--- config.mk ---
export PLATFORM = sky130hd
export DESIGN_NAME = alu_seq_ctrl
export DESIGN_NICKNAME = d
export VERILOG_FILES = /design/src/rtl/alu_seq_ctrl_pkg.sv /design/src/rtl/alu_seq_ctrl.sv
export SDC_FILE = /design/constraint.sdc
export NUM_CORES = 1
export LEC_CHECK = 0
export CAP_MARGIN = 10
export CORE_MARGIN = 1.5
export CORE_UTILIZATION = 48
export CTS_CLUSTER_SIZE = 16
export DETAILED_ROUTE_END_ITERATION = 10
export PLACE_DENSITY = 0.84
export SLEW_MARGIN = 10
export SYNTH_ARGS = -nofsm -noshare
export SYNTH_HDL_FRONTEND = slang
export SYNTH_SLANG_ARGS = --single-unit
--- constraint.sdc ---
create_clock -name Clock -period 5.5 [get_ports Clock]
set_input_delay 1.375 -clock Clock [delete_from_list [all_inputs] [get_ports Clock]]
set_output_delay 1.375 -clock Clock [all_outputs]
set_load 0.02 [all_outputs]
--- src/rtl/alu_seq_ctrl_pkg.sv ---
// Shared definitions for the ALU/register-file datapath and its sequencing
// controller: widths, ALU opcodes, controller states.
package ALU_REGFILE_Defs;

  localparam int unsigned REGFILE_WIDTH       = 8;
  localparam int unsigned REGFILE_ADDR_WIDTH  = 3;
  localparam int unsigned ALU_OUTPUT_WIDTH    = REGFILE_WIDTH + 1;
  localparam int unsigned COUNT_WIDTH_DEFAULT = 16;

  typedef enum logic [2:0] {
    ALU_ADD = 3'd0,
    ALU_SUB = 3'd1,
    ALU_AND = 3'd2,
    ALU_OR  = 3'd3,
    ALU_XOR = 3'd4,
    ALU_NOT = 3'd5,
    ALU_SHL = 3'd6,
    ALU_SHR = 3'd7
  } aluop_t;

  typedef enum logic [1:0] {
    IDLE = 2'd0,
    EXEC = 2'd1,
    WB   = 2'd2,
    RESP = 2'd3
  } ctrl_state_t;

  // Load immediates are reported on the wider ALU result bus.
  function automatic logic [ALU_OUTPUT_WIDTH-1:0] zext_imm(
    input logic [REGFILE_WIDTH-1:0] imm
  );
    return ALU_OUTPUT_WIDTH'(imm);
  endfunction

endpackage

--- src/rtl/alu_seq_ctrl.sv ---
// Sequencing controller for an external ALU + register file datapath.
// Accepts one command at a time (ALU op or immediate load), drives the
// datapath read/execute/writeback steps and returns the result through a
// valid/ready response channel. Counts completed responses (saturating).
module alu_seq_ctrl
  import ALU_REGFILE_Defs::*;
#(
  parameter int unsigned COUNT_WIDTH  = COUNT_WIDTH_DEFAULT,
  parameter bit          WRITEBACK_EN = 1'b1
) (
  input  logic                          Clock,
  input  logic                          Reset_n,
  input  logic                          Cmd_Valid,
  output logic                          Cmd_Ready,
  input  logic                          Cmd_Load,
  input  aluop_t                        Cmd_Opcode,
  input  logic [REGFILE_ADDR_WIDTH-1:0] Cmd_Src1,
  input  logic [REGFILE_ADDR_WIDTH-1:0] Cmd_Src2,
  input  logic [REGFILE_ADDR_WIDTH-1:0] Cmd_Dst,
  input  logic [REGFILE_WIDTH-1:0]      Cmd_Imm,
  input  logic                          Cmd_Carry_In,
  output logic                          Rsp_Valid,
  input  logic                          Rsp_Ready,
  output logic [ALU_OUTPUT_WIDTH-1:0]   Rsp_Result,
  output logic [COUNT_WIDTH-1:0]        Op_Count,
  output logic [REGFILE_ADDR_WIDTH-1:0] Read_Addr_1,
  output logic [REGFILE_ADDR_WIDTH-1:0] Read_Addr_2,
  output logic [REGFILE_ADDR_WIDTH-1:0] Write_Addr,
  output logic                          Write_enable,
  output logic [REGFILE_WIDTH-1:0]      Write_data,
  output logic                          Carry_In,
  output aluop_t                        Opcode,
  input  logic [ALU_OUTPUT_WIDTH-1:0]   ALU_Out
);

  ctrl_state_t                   state, state_next;
  logic                          load_q;
  aluop_t                        op_q;
  logic [REGFILE_ADDR_WIDTH-1:0] src1_q, src2_q, dst_q;
  logic [REGFILE_WIDTH-1:0]      imm_q;
  logic                          cin_q;
  logic [ALU_OUTPUT_WIDTH-1:0]   result_q;
  logic [COUNT_WIDTH-1:0]        count_q;

  logic cmd_accept;
  logic rsp_accept;

  assign cmd_accept = (state == IDLE) && Cmd_Valid;
  assign rsp_accept = (state == RESP) && Rsp_Ready;

  // State register; async reset aborts any in-flight command.
  always_ff @(posedge Clock or negedge Reset_n) begin
    if (!Reset_n) state <= IDLE;
    else          state <= state_next;
  end

  // Capture the whole command on the accept handshake.
  always_ff @(posedge Clock or negedge Reset_n) begin
    if (!Reset_n) begin
      load_q <= 1'b0;
      op_q   <= ALU_ADD;
      src1_q <= '0;
      src2_q <= '0;
      dst_q  <= '0;
      imm_q  <= '0;
      cin_q  <= 1'b0;
    end else if (cmd_accept) begin
      load_q <= Cmd_Load;
      op_q   <= Cmd_Opcode;
      src1_q <= Cmd_Src1;
      src2_q <= Cmd_Src2;
      dst_q  <= Cmd_Dst;
      imm_q  <= Cmd_Imm;
      cin_q  <= Cmd_Carry_In;
    end
  end

  // Result register: immediate on load accept, ALU output leaving EXEC.
  always_ff @(posedge Clock or negedge Reset_n) begin
    if (!Reset_n)                  result_q <= '0;
    else if (cmd_accept && Cmd_Load) result_q <= zext_imm(Cmd_Imm);
    else if (state == EXEC)        result_q <= ALU_Out;
  end

  // Completed-response counter, saturating at all-ones.
  always_ff @(posedge Clock or negedge Reset_n) begin
    if (!Reset_n)                         count_q <= '0;
    else if (rsp_accept && count_q != '1) count_q <= count_q + COUNT_WIDTH'(1);
  end

  // Next-state and datapath/handshake outputs; everything idles at zero.
  always_comb begin
    state_next   = state;
    Cmd_Ready    = 1'b0;
    Rsp_Valid    = 1'b0;
    Read_Addr_1  = '0;
    Read_Addr_2  = '0;
    Write_Addr   = '0;
    Write_enable = 1'b0;
    Write_data   = '0;
    Carry_In     = 1'b0;
    Opcode       = ALU_ADD;
    case (state)
      IDLE: begin
        Cmd_Ready = 1'b1;
        if (Cmd_Valid) state_next = Cmd_Load ? WB : EXEC;
      end
      EXEC: begin
        Read_Addr_1 = src1_q;
        Read_Addr_2 = src2_q;
        Opcode      = op_q;
        Carry_In    = cin_q;
        state_next  = WB;
      end
      WB: begin
        Write_Addr   = dst_q;
        Write_data   = load_q ? imm_q : result_q[REGFILE_WIDTH-1:0];
        Write_enable = load_q | WRITEBACK_EN;
        state_next   = RESP;
      end
      RESP: begin
        Rsp_Valid = 1'b1;
        if (Rsp_Ready) state_next = IDLE;
      end
      default: state_next = IDLE;
    endcase
  end

  assign Rsp_Result = result_q;
  assign Op_Count   = count_q;

endmodule

**After elaboration in Yosys (flattened, before gate mapping)**

Cells that the tools add are included.

- Add/subtract/negate cells: 1
- Eq/ne operators: 6
- Muxes and demuxes: 16
- Reduce and logical (&&, ||, !) cells: 7

Operator list:

| operator | count |
|---|---|
| two-way mux 9 bit | 2 |
| adder 16 x 1 -> 16 bit, second input constant | 1 |
| two-way mux 8 bit | 2 |
| != test 16 bit, second input constant | 1 |
| two-way mux 3 bit | 4 |
| case mux 2 bit (4 select lines) | 1 |
| two-way mux 2 bit | 3 |
| == test 2 bit, second input constant | 2 |
| logical AND 1 bit | 4 |
| two-way mux 1 bit | 4 |
| != test 2 bit, second input constant | 2 |
| == test 2 x 1 -> 1 bit, second input constant | 1 |
| zero test 2 bit | 1 |
| AND reduction 2 bit | 1 |
| nonzero test 2 bit | 1 |

- Register bits: 49
- Bits of input ports: 35
- Output and inout bits: 49
- Logic and storage cells: 40

**Longest topological paths before layout**

- Depth in word-level cells: 4
- Mapped depth: 7
- Mapped depth without buffers: 6

**Worst setup path after synthesis**

OpenSTA, ideal clock, no wires.

- Kind: reg2out
- Start point: register state[1]
- End point: output Carry_In
- Data arrival time: 1.530 ns
- Required time: 4.125 ns
- Path slack: 2.595 ns
- Cell stages (with the launch flop): 6
- Path buffers: 2
- Cell sequence: dfrtp_1 inv_1 ha_1 clkbuf_1 clkbuf_1 and2_1

- Longest elaborated chain between the ends: 2

Ends and longest elaborated chain:

| element | line | source |
|---|---|---|
| start, declared | alu_seq_ctrl.sv:36 | `ctrl_state_t state, state_next;` |
| start signal, assigned | alu_seq_ctrl.sv:54 | `else state <= state_next;` |
| == test 2 x 1 -> 1 bit | alu_seq_ctrl.sv:103 | `case (state)` |
| two-way mux 1 bit | alu_seq_ctrl.sv:103 |  |
| end, declared | alu_seq_ctrl.sv:31 | `output logic Carry_In,` |

No other way between the ends.

**Final worst setup path**

- Start point: register state[1]
- End point: output Opcode[2]

- Longest elaborated chain between the ends: 2

Ends and longest elaborated chain:

| element | line | source |
|---|---|---|
| == test 2 x 1 -> 1 bit | alu_seq_ctrl.sv:103 |  |
| two-way mux 3 bit | alu_seq_ctrl.sv:103 |  |
| end, declared | alu_seq_ctrl.sv:32 | `output aluop_t Opcode,` |

No other way between the ends.

==> impl_results.md <==
- Final wirelength: 5208 um
- Leading area contributor after synthesis: dfrtp_1
- Setup TNS: 0 ns
- Clock Skew: 0.003692 ns
- CTS tree: built
- GRT Residual Overflow: 0
- CP max stage delay: 0.71 ns
- Root Driver: clkbuf_8
- Initial Utilization: 0.5011
- WP buf/inv: 2
- Critical Path End: Opcode[2]
- Clock power frac: 0.127
- Sequence of cells on the critical path: inv_1 > ha_1 > and2_1 > clkdlybuf4s50_1
- Layout cells sized above 1: 0.1134
- Post-CTS sizing: 0
- Fmax: 265.2 MHz
- DRT iter0 DRCs: 82
- Core Area: 4755 sq um
- Later-pin clock latency in the skew report: 0.30 ns
- Synth cell count leaders: 49 x dfrtp_1, 22 x mux2_2, 19 x mux2i_1
- Placed wire-length estimate: 3643 um
- Crit Path Max Fanout: 19
- Maximum clock path buffer count: 2
- NetSw: 608.3 uW
- WP data required: 4.12 ns
- Most numerous cell in the Yosys netlist: dfrtp_1
- Endpoint class of the critical path: output port
- Peak VDD IR: 0.0002747 V
- Diode count: 0
- Stages on the worst setup path: 4
- Max Slew Vio Count: 0
- Top cells by area, synth: dfrtp_1 51%, mux2_2 10%, mux2i_1 8.0%
- Sw Ratio: 0.3732
- RR Startpoint: state[0]
- Area share of the largest cell type after synthesis: 0.5147
- Synth Flop Type: dfrtp_1
- Inserted Clock Buffers: 5
- Worst Tran Pin Value: 1.083 ns
- Crit path launch: state[1]
- Slew HR: 0.2778
- Post-Syn Instances: 208
- Crit start category: register
- Pwr dens: 487.1 nW/um^2
- Die area: 5395 sq um
- TritonRoute pass-1 iters: 4
- Critical path type: reg2out
- Critical Path AT: 2.40 ns
- NumNets Final: 331
- Count of final hold-check violations: 0
- DRC: 0
- Max Cap Viol: 0
- DP Worst Slack: 2.037 ns
- P_int: 1.022 mW
- RR Endpoint: src1_q[2]
- Path depth of the worst reg2reg path: 4
- Comb power frac: 0.501
- Final setup viols: 0
- Detailed-route via count: 1820
- Reg power frac: 0.373
- Hold-fix buffers, CTS: 0
- Postcts setup bufs: 0
- EDFF count, synth: 0
- Synthesized area: 2382 sq um
- Syn_area_per_cell: 11.45 sq um
- Tmin final: 3.771 ns
- Vias per inst: 5.084
- Critical-path top delay cell: ha_1
- Vias in the first global route: 1782
- Clock sink count: 49
- Initial antenna violation count: 0
- GP Congestion: 0.8109
- Top-Level Pins: 84
- Port bufs: 83
- CP top delay family: buffers and inverters
- Largest net degree at the start of global routing: 50
- Die width: 73.45 um
- Period utilization: 0.6856
- H-tree depth: 2
- RSZ-0062 raised after global routing: false
- Reg clk slew, reported paths: 0.09 ns
- Total Routing Usage GR: 0.2090
- R2R setup slack: 3.51 ns
- Fraction of the yosys area taken by sequential cells: 0.5147
- Post-DRT Antenna Nets: 0
- First-pass GRT wire length: 8618 um
- Synth unique cells: 29
- Syn Nets: 249
- Fin Hold WS: 0.5096 ns
- Filler cells: 387
- Outcome: completed
- Routed length per instance: 14.55 um
- Asr flop ratio synth: 1.000
- Hold crit path type: reg2reg
- Setup WS post-layout: 1.729 ns
- Die Height: 73.45 um
- Yosys warns: 0
- FP Rows: 25
- Leak pwr: 1.430 nW
- #FFs+latches synth: 49
- Area Overhead vs Synth: 40.44%
==> final cells by class <==
| class | count | area, sq um | share of cell area |
|---|---|---|---|
| clock buffers | 7 | 76.32 | 0.02281 |
| clock inverters | 1 | 7.507 | 0.002244 |
| inverters | 6 | 22.52 | 0.006731 |
| multi-input cells | 145 | 1104 | 0.3298 |
| flip-flops and latches | 49 | 1226 | 0.3665 |
| well taps | 67 | 83.83 | 0.02506 |
| repair buffers | 83 | 825.8 | 0.2468 |
==> power by group through the flow <==
| stage | registers [mW] | logic, mW | clock network [mW] |
|---|---|---|---|
| after floorplan | 0.634 | 0.454 | 0 |
| after global placement | 0.606 | 0.802 | 0 |
| after detailed placement | 0.614 | 0.820 | 0 |
| after CTS | 0.607 | 0.824 | 0.212 |
| after global routing | 0.627 | 0.882 | 0.226 |
| final | 0.608 | 0.816 | 0.206 |
==> layout by cell type (no fill, tap or decap) <==
cell	instances
clkbuf_8	5
nand2_1	18
nor2b_1	8
clkbuf_1	2
o21ai_0	11
a21o_1	1
clkdlybuf4s50_1	82
a21oi_1	3
nor2_1	7
and4_1	3
dfrtp_1	49
mux2_2	22
mux2i_1	19
xnor2_1	5
a41oi_1	1
nor3b_1	1
and2_1	13
nor3_1	2
clkinvlp_4	1
and3_1	2
nand3_1	7
nand4_1	4
nor2b_4	1
inv_1	6
nand4_2	1
mux2_4	1
nand3b_1	1
xor2_1	6
o22ai_1	1
or4_4	1
ha_1	6
buf_2	1
==> state kept, by name, indices dropped and copies added (netlist names) <==
name        count
src1_q          3
load_q          1
imm_q           8
dst_q           3
Rsp_Result      9
state           2
Op_Count       16
op_q            3
src2_q          3
cin_q           1
==> layer usage <==
| layer | track usage | vias up | part of all wire |
|---|---|---|---|
| met5 | 0 | - | 0 |
| met4 | 0.05967 | 0 | 0.010 |
| met3 | 0.05487 | 6 | 0.061 |
| met2 | 0.3223 | 61 | 0.45 |
| met1 | 0.2916 | 876 | 0.48 |
| li1 | - | 877 | - |
==> worst min path at each step <==
| stage | slack (ns) | from | to | depth (start not counted) |
|---|---|---|---|---|
| after global placement | 0.48 | dst_q[1] | dst_q[1] | 1 |
| after detailed placement | 0.49 | dst_q[2] | dst_q[2] | 1 |
| final | 0.51 | dst_q[1] | dst_q[1] | 1 |
| after floorplan | 0.47 | cin_q | cin_q | 1 |
| after CTS | 0.51 | dst_q[2] | dst_q[2] | 1 |
| after global routing | 0.53 | dst_q[1] | dst_q[1] | 1 |
==> metrics by stage <==
step | utilization | area [sq um] | instances | total power [mW]
finish | 0.7037 | 3346 | 358 | 1.630
global route | 0.7037 | 3346 | 358 | 1.735
CTS | 0.7037 | 3346 | 358 | 1.643
detailed placement | 0.6861 | 3262 | 350 | 1.433
global placement | 0.6861 | 3262 | 350 | 1.408
floorplan | - | 2382 | 208 | 1.089
==> cells by family after synthesis <==
family	Yosys count	share of synthesized area
flops	49	0.5147
simple gates	69	0.1623
xor+xnor	11	0.04044
buf+inv	14	0.02206
compound gates	17	0.03887
mux	42	0.1901
fa+ha+maj	6	0.03151
No activity file was read; power rests on OpenSTA's default activity.
